File: config.mk
export PLATFORM = sky130hd
export DESIGN_NAME = seg7_scan_driver
export DESIGN_NICKNAME = d
export VERILOG_FILES = /design/src/rtl/seg7_pkg.sv /design/src/rtl/seg7_scan_driver_decoder.sv /design/src/rtl/seg7_scan_driver.sv
export SDC_FILE = /design/constraint.sdc
export NUM_CORES = 1
export LEC_CHECK = 0
export ABC_AREA = 1
export CORE_UTILIZATION = 40
export CTS_CLUSTER_DIAMETER = 40
export DETAILED_ROUTE_END_ITERATION = 6
export PLACE_DENSITY = 0.69
export SLEW_MARGIN = 0
export SYNTH_ARGS = -nofsm -noshare
export SYNTH_HDL_FRONTEND = slang
export SYNTH_SLANG_ARGS = --single-unit
export TNS_END_PERCENT = 5
File: constraint.sdc
create_clock -name Clock -period 4.83 [get_ports Clock]
set_clock_uncertainty 0.05 [all_clocks]
set_input_delay 0.483 -clock Clock [delete_from_list [all_inputs] [get_ports Clock]]
set_output_delay 0.483 -clock Clock [all_outputs]
set_load 0.02 [all_outputs]
File: src/rtl/seg7_pkg.sv
// seg7_pkg: shared definitions for the 7-segment scan driver.
//   - SEG_0 .. SEG_F : segment patterns, bit0=a .. bit6=g, active-high
//   - hex_to_seg()   : hex nibble to segment pattern
//   - scan_phase_t   : per-slot phase (BLANK, SHOW)
package seg7_pkg;

    localparam logic [6:0] SEG_0 = 7'h3F;
    localparam logic [6:0] SEG_1 = 7'h06;
    localparam logic [6:0] SEG_2 = 7'h5B;
    localparam logic [6:0] SEG_3 = 7'h4F;
    localparam logic [6:0] SEG_4 = 7'h66;
    localparam logic [6:0] SEG_5 = 7'h6D;
    localparam logic [6:0] SEG_6 = 7'h7D;
    localparam logic [6:0] SEG_7 = 7'h07;
    localparam logic [6:0] SEG_8 = 7'h7F;
    localparam logic [6:0] SEG_9 = 7'h6F;
    localparam logic [6:0] SEG_A = 7'h77;
    localparam logic [6:0] SEG_B = 7'h7C;
    localparam logic [6:0] SEG_C = 7'h39;
    localparam logic [6:0] SEG_D = 7'h5E;
    localparam logic [6:0] SEG_E = 7'h79;
    localparam logic [6:0] SEG_F = 7'h71;

    typedef enum logic {
        BLANK = 1'b0,
        SHOW  = 1'b1
    } scan_phase_t;

    function automatic logic [6:0] hex_to_seg(input logic [3:0] hex);
        logic [6:0] seg;
        case (hex)
            4'h0:    seg = SEG_0;
            4'h1:    seg = SEG_1;
            4'h2:    seg = SEG_2;
            4'h3:    seg = SEG_3;
            4'h4:    seg = SEG_4;
            4'h5:    seg = SEG_5;
            4'h6:    seg = SEG_6;
            4'h7:    seg = SEG_7;
            4'h8:    seg = SEG_8;
            4'h9:    seg = SEG_9;
            4'hA:    seg = SEG_A;
            4'hB:    seg = SEG_B;
            4'hC:    seg = SEG_C;
            4'hD:    seg = SEG_D;
            4'hE:    seg = SEG_E;
            default: seg = SEG_F;
        endcase
        return seg;
    endfunction

endpackage

File: src/rtl/seg7_scan_driver_decoder.sv
// seg7_hex_decoder: combinational hex nibble to 7-segment pattern.
//   hex [3:0] in  : nibble to display
//   seg [6:0] out : segments, bit0=a .. bit6=g, active-high
module seg7_hex_decoder
    import seg7_pkg::*;
(
    input  logic [3:0] hex,
    output logic [6:0] seg
);

    always_comb begin
        seg = hex_to_seg(hex);
    end

endmodule

File: src/rtl/seg7_scan_driver.sv
// seg7_scan_driver: multiplexed common-cathode 7-segment scanner.
// Rotating one-hot digit ring advanced by a slot prescaler; each slot opens
// with a short blank to suppress ghosting. Hex words arrive on a valid/ready
// port into a one-deep pending buffer and are copied to the display register
// only at the frame boundary, so a frame never mixes old and new digits.
// Optional feature: define SEG7_DP_EN to add per-digit decimal points.
// Ports:
//   Clock       in   rising-edge clock
//   Reset       in   synchronous, active-high
//   Load_valid  in   Load_data valid
//   Load_ready  out  pending buffer empty
//   Load_data   in   4*NUM_DIGITS hex nibbles, [3:0] = digit0
//   Load_dp     in   NUM_DIGITS dp bits (SEG7_DP_EN only)
//   Seg_dp      out  decimal point of active digit (SEG7_DP_EN only)
//   Digit_en    out  one-hot digit enable, 0 while blanking
//   Seg_out     out  segments, bit0=a .. bit6=g
//   Frame_done  out  pulse on last cycle of last digit slot
//
// Slot phase (decoded from presc):
//   phase | meaning
//   BLANK | presc < BLANK_CYCLES, all digits and segments off
//   SHOW  | active digit enabled with its decoded nibble
module seg7_scan_driver
    import seg7_pkg::*;
#(
    parameter int NUM_DIGITS   = 4,
    parameter int PRESCALE     = 1000,
    parameter int BLANK_CYCLES = 2
)
(
    input  logic                      Clock,
    input  logic                      Reset,
    input  logic                      Load_valid,
    output logic                      Load_ready,
    input  logic [4*NUM_DIGITS-1:0]   Load_data,
`ifdef SEG7_DP_EN
    input  logic [NUM_DIGITS-1:0]     Load_dp,
    output logic                      Seg_dp,
`endif
    output logic [NUM_DIGITS-1:0]     Digit_en,
    output logic [6:0]                Seg_out,
    output logic                      Frame_done
);

    localparam int PW = (PRESCALE > 1) ? $clog2(PRESCALE) : 1;
    localparam logic [PW-1:0] PRESC_LAST = PW'(PRESCALE - 1);
    localparam logic [PW-1:0] BLANK_END  = PW'(BLANK_CYCLES);

    logic [NUM_DIGITS-1:0]   ring;
    logic [PW-1:0]           presc;
    logic [4*NUM_DIGITS-1:0] disp_reg;
    logic [4*NUM_DIGITS-1:0] pend_reg;
    logic                    pend_full;
`ifdef SEG7_DP_EN
    logic [NUM_DIGITS-1:0]   disp_dp;
    logic [NUM_DIGITS-1:0]   pend_dp;
    logic                    active_dp;
`endif

    logic        presc_last;
    logic        boundary;
    logic        load_fire;
    scan_phase_t phase;
    logic [3:0]  active_nib;
    logic [6:0]  seg_dec;

    assign presc_last = (presc == PRESC_LAST);
    assign boundary   = presc_last & ring[NUM_DIGITS-1];
    assign load_fire  = Load_valid & ~pend_full;
    assign phase      = (presc < BLANK_END) ? BLANK : SHOW;

    always_ff @(posedge Clock) begin
        if (Reset) begin
            ring      <= NUM_DIGITS'(1);
            presc     <= '0;
            disp_reg  <= '0;
            pend_reg  <= '0;
            pend_full <= 1'b0;
`ifdef SEG7_DP_EN
            disp_dp   <= '0;
            pend_dp   <= '0;
`endif
        end else begin
            if (presc_last) begin
                presc <= '0;
                ring  <= {ring[NUM_DIGITS-2:0], ring[NUM_DIGITS-1]};
            end else begin
                presc <= presc + 1'b1;
            end

            // Transfer and accept are exclusive: ready is low whenever a
            // word is pending, so a boundary load always lands in pend_reg.
            if (boundary && pend_full) begin
                disp_reg  <= pend_reg;
                pend_full <= 1'b0;
`ifdef SEG7_DP_EN
                disp_dp   <= pend_dp;
`endif
            end else if (load_fire) begin
                pend_reg  <= Load_data;
                pend_full <= 1'b1;
`ifdef SEG7_DP_EN
                pend_dp   <= Load_dp;
`endif
            end
        end
    end

    always_comb begin
        active_nib = '0;
`ifdef SEG7_DP_EN
        active_dp  = 1'b0;
`endif
        for (int i = 0; i < NUM_DIGITS; i++) begin
            if (ring[i]) begin
                active_nib = disp_reg[4*i +: 4];
`ifdef SEG7_DP_EN
                active_dp  = disp_dp[i];
`endif
            end
        end
    end

    seg7_hex_decoder u_dec (
        .hex (active_nib),
        .seg (seg_dec)
    );

    // Outputs are forced quiet while Reset is high so the pins are defined
    // even before the first reset edge has cleared the state.
    always_comb begin
        Load_ready = 1'b1;
        Frame_done = 1'b0;
        Digit_en   = '0;
        Seg_out    = '0;
`ifdef SEG7_DP_EN
        Seg_dp     = 1'b0;
`endif
        if (!Reset) begin
            Load_ready = ~pend_full;
            Frame_done = boundary;
            if (phase == SHOW) begin
                Digit_en = ring;
                Seg_out  = seg_dec;
`ifdef SEG7_DP_EN
                Seg_dp   = active_dp;
`endif
            end
        end
    end

endmodule

# After elaboration in Yosys (flattened, before gate mapping)
# Memories as Yosys holds them, arrays and structs flattened.
# Index checks and enable logic that the tools add are counted.
# word_totals
reg_bits	47
romBits	112
input_bits	19
out_inout_bits	13
wordCells	27
mem_count	1
# memory_table
memory	words	width	read_ports	rd_clocked_by_memory_dff	write_ports	line	source
(no name shown)	16	7	1	0	0	seg7_pkg.sv:31	case (hex)
# op_classes
add_sub_neg	1
magnitude_cmp	1
n_eq_ne	1
muxes	10
bitwise	4
n_reduce_logical	4
# op_table
operator	n
two-way mux 4 bit	6
two-way mux 7 bit	2
adder 10 x 1 -> 10 bit, second input constant	1
== test 10 bit, second input constant	1
< comparator 10 x 2 -> 1 bit, second input constant	1
OR reduction 2 bit	2
bitwise AND 1 bit	2
two-way mux 1 bit	2
NOT 1 bit	2
AND reduction 2 bit	1
logical AND 1 bit	1

# Longest topological paths before layout
# An unclocked memory read counts as a cell.
# depth
word_depth	7
ltp_mapped	12

# Hierarchy
# Synthesis repeated with hierarchy kept, for this count alone.
# hier_totals
hier_cells	372
hier_area_um2	2456.1
# by_module_without_submodules
module	instances	cells_per_inst	area_per_inst_um2	seq_area_each_um2
seg7_scan_driver	1	320	2185.8	940.9
seg7_hex_decoder	1	52	270.3	0.0

# Worst setup path after synthesis
# OpenSTA, ideal clock, no wires.
# synth_timing
kind	register to output
start	register ring[1]
end	output Seg_out[3]
arrival_time_ns	1.833
required_ns	4.297
setup_slack_ns	2.464
path_stages_with_launch	11
path_buffers	0
path_cell_list	dfxtp_1 > inv_1 > nand3_1 > nand2_1 > a21boi_0 > ha_1 > inv_1 > nand2_1 > nand2_1 > o21ai_0 > nor2_1
# synth_between
elab_chain_len	6
# synth_lines
element	line	source
start, declared	seg7_scan_driver.sv:49	logic [NUM_DIGITS-1:0] ring;
start signal, assigned	seg7_scan_driver.sv:86	ring <= {ring[NUM_DIGITS-2:0], ring[NUM_DIGITS-1]};
two-way mux 4 bit (3 in a row)	seg7_scan_driver.sv:115	if (ring[i]) begin
memory read (16 x 7 bit)	-	
two-way mux 7 bit	seg7_scan_driver.sv:142	if (phase == SHOW) begin
two-way mux 7 bit	seg7_scan_driver.sv:139	if (!Reset) begin
end, declared	seg7_scan_driver.sv:41	output logic [6:0] Seg_out,
# No other way between the ends.

# Worst setup path in the final report
# layout_timing
start	register ring[3]
end	output Seg_out[3]
# layout_between
elab_chain_len	4
# layout_lines
element	line
two-way mux 4 bit	seg7_scan_driver.sv:115
memory read (16 x 7 bit)	-
two-way mux 7 bit	seg7_scan_driver.sv:142
two-way mux 7 bit	seg7_scan_driver.sv:139
# No other way between the ends.

==> run metrics <==
vias in the first global route 1,842; sequential-to-total area share from yosys stat 42.1%; DR pass1 iterations 4; final worst-path setup slack 1.49 ns; Worst setup SP type flop; CP Class flop to primary output; wire length of the first global-routing pass a little over 8000 um; Avg Synthesized Cell Area roughly 7 um^2; vias per cell 4.85; max_slew headroom between 50% and 60%; effective utilization at floorplan about 43%; H-tree depth 2; Die Span Y between 70 and 80 um; leakage power figure 1.13 nW; synth-to-layout area growth 21.7%; async set or reset register ratio after synthesis 0%; clock insertion delay at the later pin of the skew report about 0.30 ns; status finished, final reports clean; Reg clk slew, reported paths 0.09 ns; CTS Buffer Depth 2; number of inserted diodes 0; synthesized area ~2200 um^2; average routed wire per standard cell about 11 um; floorplan core area 5240 um^2; gate count after technology mapping between 300 and 400; maximum ir drop on the vdd rail 0.000137 V; worst reg2reg path startpoint presc[0]; hold-fix buffers at CTS 0; layout cell share with drive strength beyond 1 between 5 and 6%; cts bufs inserted 5; area enclosed by the die boundary 5890 um^2; number of cell rows 26; transition time of the tightest slew-check pin a little over 0.6 ns; post-CTS setup buffer count 0; number of warnings reported in the yosys synthesis log 0; minimum period implied by the final worst setup slack 3.34 ns; antenna violations before repair 0; final hold viol count 0; endpoint of the worst register-to-register path disp_reg[11]; # setup viols final 0; count of unresolved DRC violations after routing 0; post-detailed-routing wire length between 4000 and 5000 um; CTS tree yes; total negative slack 0 ns; sum of net half-perimeters after detailed placement 3420 um; Port-buffer cells 31; minimum setup slack among reg-to-reg paths about 3.0 ns; Final nets roughly 380; f_max 0.299 GHz; required time at the endpoint of the critical path 4.30 ns; maximum number of pins on one net before global-route repair between 40 and 50; count of boundary I/O pins 32; Hold Path Sink presc[8]; die span in x 76.7 um; Tcrit/Tclk final 69.2%; max cap viols 0; clock tree sinks 47; clock root buffer sky130_fd_sc_hd__clkbuf_8; power per standard cell area ~300 nW/um^2; placer's final routability congestion estimate roughly 0.84; worst hold start presc[8]; drt initial violations between 60 and 70; number of nets still failing antenna checks after routing 0; crit end category primary output; number of cells on the worst hold path 2; RSZ-0062 raised after global routing false; Yosys cell types 28; post-placement setup slack ~1.8 ns; #FFs+latches synth 47; vias between 2,000 and 2,500; Final Max Tran Viols 0; Max FO, Critical Path 9; Syn Nets between 300 and 400; type of the worst min-delay path flop to flop; sum of overflow across all layers after global routing 0; GR Util All Layers between 15 and 20%; arrival time at the worst endpoint approximately 2.8 ns; Post-synth EDFFs 0; post_cts resized 0; leading register cell type out of synthesis sky130_fd_sc_hd__dfxtp_1; worst-case reg-to-reg path depth 9
-- metrics by stage --
step	power (mW)	utilization, %	cell area (um^2)	hold WS (ns)	instances
global route	0.858	51.9	2720	0.465	421
detailed placement	0.493	49.4	2580	0.421	413
floorplan	0.459	-	2230	0.396	320
finish	0.818	51.9	2720	0.435	421
CTS	0.828	51.9	2720	0.441	421
global placement	0.492	49.4	2580	0.407	413
-- where the power goes --
group | total (mW) | leakage [nW] | internal, mW | switching, mW
logic | 0.0741 | 0.685 | 0.0361 | 0.0380
registers | 0.409 | 0.383 | 0.400 | 0.00913
clock network | 0.335 | 0.0654 | 0.207 | 0.128
-- synth_stat cells (2+ instances only) --
| cell | number | area share (%) |
|---|---|---|
| sky130_fd_sc_hd__dfxtp_1 | 47 | 42 |
| sky130_fd_sc_hd__nand3_1 | 16 | 3.6 |
| sky130_fd_sc_hd__nor3_1 | 8 | 1.8 |
| sky130_fd_sc_hd__clkbuf_1 | 6 | 1.0 |
| sky130_fd_sc_hd__o21ai_0 | 33 | 7.4 |
| sky130_fd_sc_hd__or2_2 | 2 | 0.56 |
| sky130_fd_sc_hd__a21oi_1 | 18 | 4.0 |
| sky130_fd_sc_hd__nor2_1 | 87 | 15 |
| sky130_fd_sc_hd__nand4_1 | 3 | 0.84 |
| sky130_fd_sc_hd__o21ai_1 | 6 | 1.3 |
| sky130_fd_sc_hd__ha_1 | 7 | 3.9 |
| sky130_fd_sc_hd__inv_2 | 2 | 0.34 |
| sky130_fd_sc_hd__inv_1 | 21 | 3.5 |
| sky130_fd_sc_hd__nand2_1 | 50 | 8.4 |
-- worst max-delay path: stages, from the launching register on --
cell and delay, ns:
sky130_fd_sc_hd__dfxtp_1 0.51, sky130_fd_sc_hd__inv_1 0.17, sky130_fd_sc_hd__or2_2 0.30, sky130_fd_sc_hd__nand2_1 0.17, sky130_fd_sc_hd__inv_1 0.11, sky130_fd_sc_hd__ha_1 0.28, sky130_fd_sc_hd__inv_1 0.05, sky130_fd_sc_hd__nand2_1 0.05
sky130_fd_sc_hd__nand2_1 0.08, sky130_fd_sc_hd__o21ai_0 0.07, sky130_fd_sc_hd__nor2_1 0.12, sky130_fd_sc_hd__clkdlybuf4s50_1 0.62
-- worst max-delay path by stage --
stage	start	to	slack [ns]	cells past startpoint
final	ring[3]	Seg_out[3]	1.49	11
after global routing	ring[2]	Seg_out[3]	1.19	11
after CTS	ring[1]	Seg_out[3]	1.47	11
after detailed placement	ring[1]	Seg_out[3]	1.79	11
after global placement	ring[3]	Seg_out[3]	1.89	11
after floorplan	ring[1]	Seg_out[3]	2.46	10
-- area by class of cell --
class / instances / area (um^2)
clock buffer: 6 / 72.6
clock inverter: 2 / 60.1
fill: 532 / 2520
inverter: 24 / 95.1
multi-input combinational: 240 / 1140
sequential: 47 / 941
tap: 70 / 87.6
timing repair buffer: 32 / 318
-- cells by family after synthesis --
kind of cell,after synthesis,share of synthesized area (%)
AO/OA/AOI/OAI,62,14.5
adder cells (fa/ha/maj),7,3.92
buffers and inverters,33,6.67
AND/OR/NAND/NOR,171,32.8
flip-flops,47,42.1
-- per-layer routing --
metal  vias up  share of wire (%)  global-route usage [%]
li1       1096                  -                       -
met1       886                 49                    21.5
met2        53                 45                    27.9
met3         7                4.3                    4.29
met4         0                1.0                    4.62
met5         -                  0                       0
-- cells in the final DEF (no fill, tap or decap) --
cell,synthesis,routed
sky130_fd_sc_hd__or2_2,2,2
sky130_fd_sc_hd__nand3_1,16,16
sky130_fd_sc_hd__nand2_1,50,50
sky130_fd_sc_hd__nor3_4,1,1
sky130_fd_sc_hd__a21oi_2,1,1
sky130_fd_sc_hd__dfxtp_1,47,47
sky130_fd_sc_hd__buf_4,0,1
sky130_fd_sc_hd__o21ai_0,33,33
sky130_fd_sc_hd__nor3b_1,1,1
sky130_fd_sc_hd__o21bai_1,1,1
sky130_fd_sc_hd__a21boi_0,1,1
sky130_fd_sc_hd__inv_6,1,1
sky130_fd_sc_hd__o21ai_1,6,6
sky130_fd_sc_hd__clkdlybuf4s50_1,0,31
sky130_fd_sc_hd__a21oi_1,18,18
sky130_fd_sc_hd__nand4_1,3,3
sky130_fd_sc_hd__o21a_1,1,1
sky130_fd_sc_hd__o211ai_1,1,1
sky130_fd_sc_hd__nand3b_4,1,1
sky130_fd_sc_hd__nor2_1,87,87
sky130_fd_sc_hd__clkbuf_1,6,1
sky130_fd_sc_hd__nor2_4,1,1
sky130_fd_sc_hd__ha_1,7,7
sky130_fd_sc_hd__nand2_4,1,1
sky130_fd_sc_hd__inv_2,2,2
sky130_fd_sc_hd__nor3_1,8,8
sky130_fd_sc_hd__bufinv_16,0,2
sky130_fd_sc_hd__clkbuf_8,0,5
sky130_fd_sc_hd__inv_1,21,21
No activity file was read; power rests on OpenSTA's default activity.
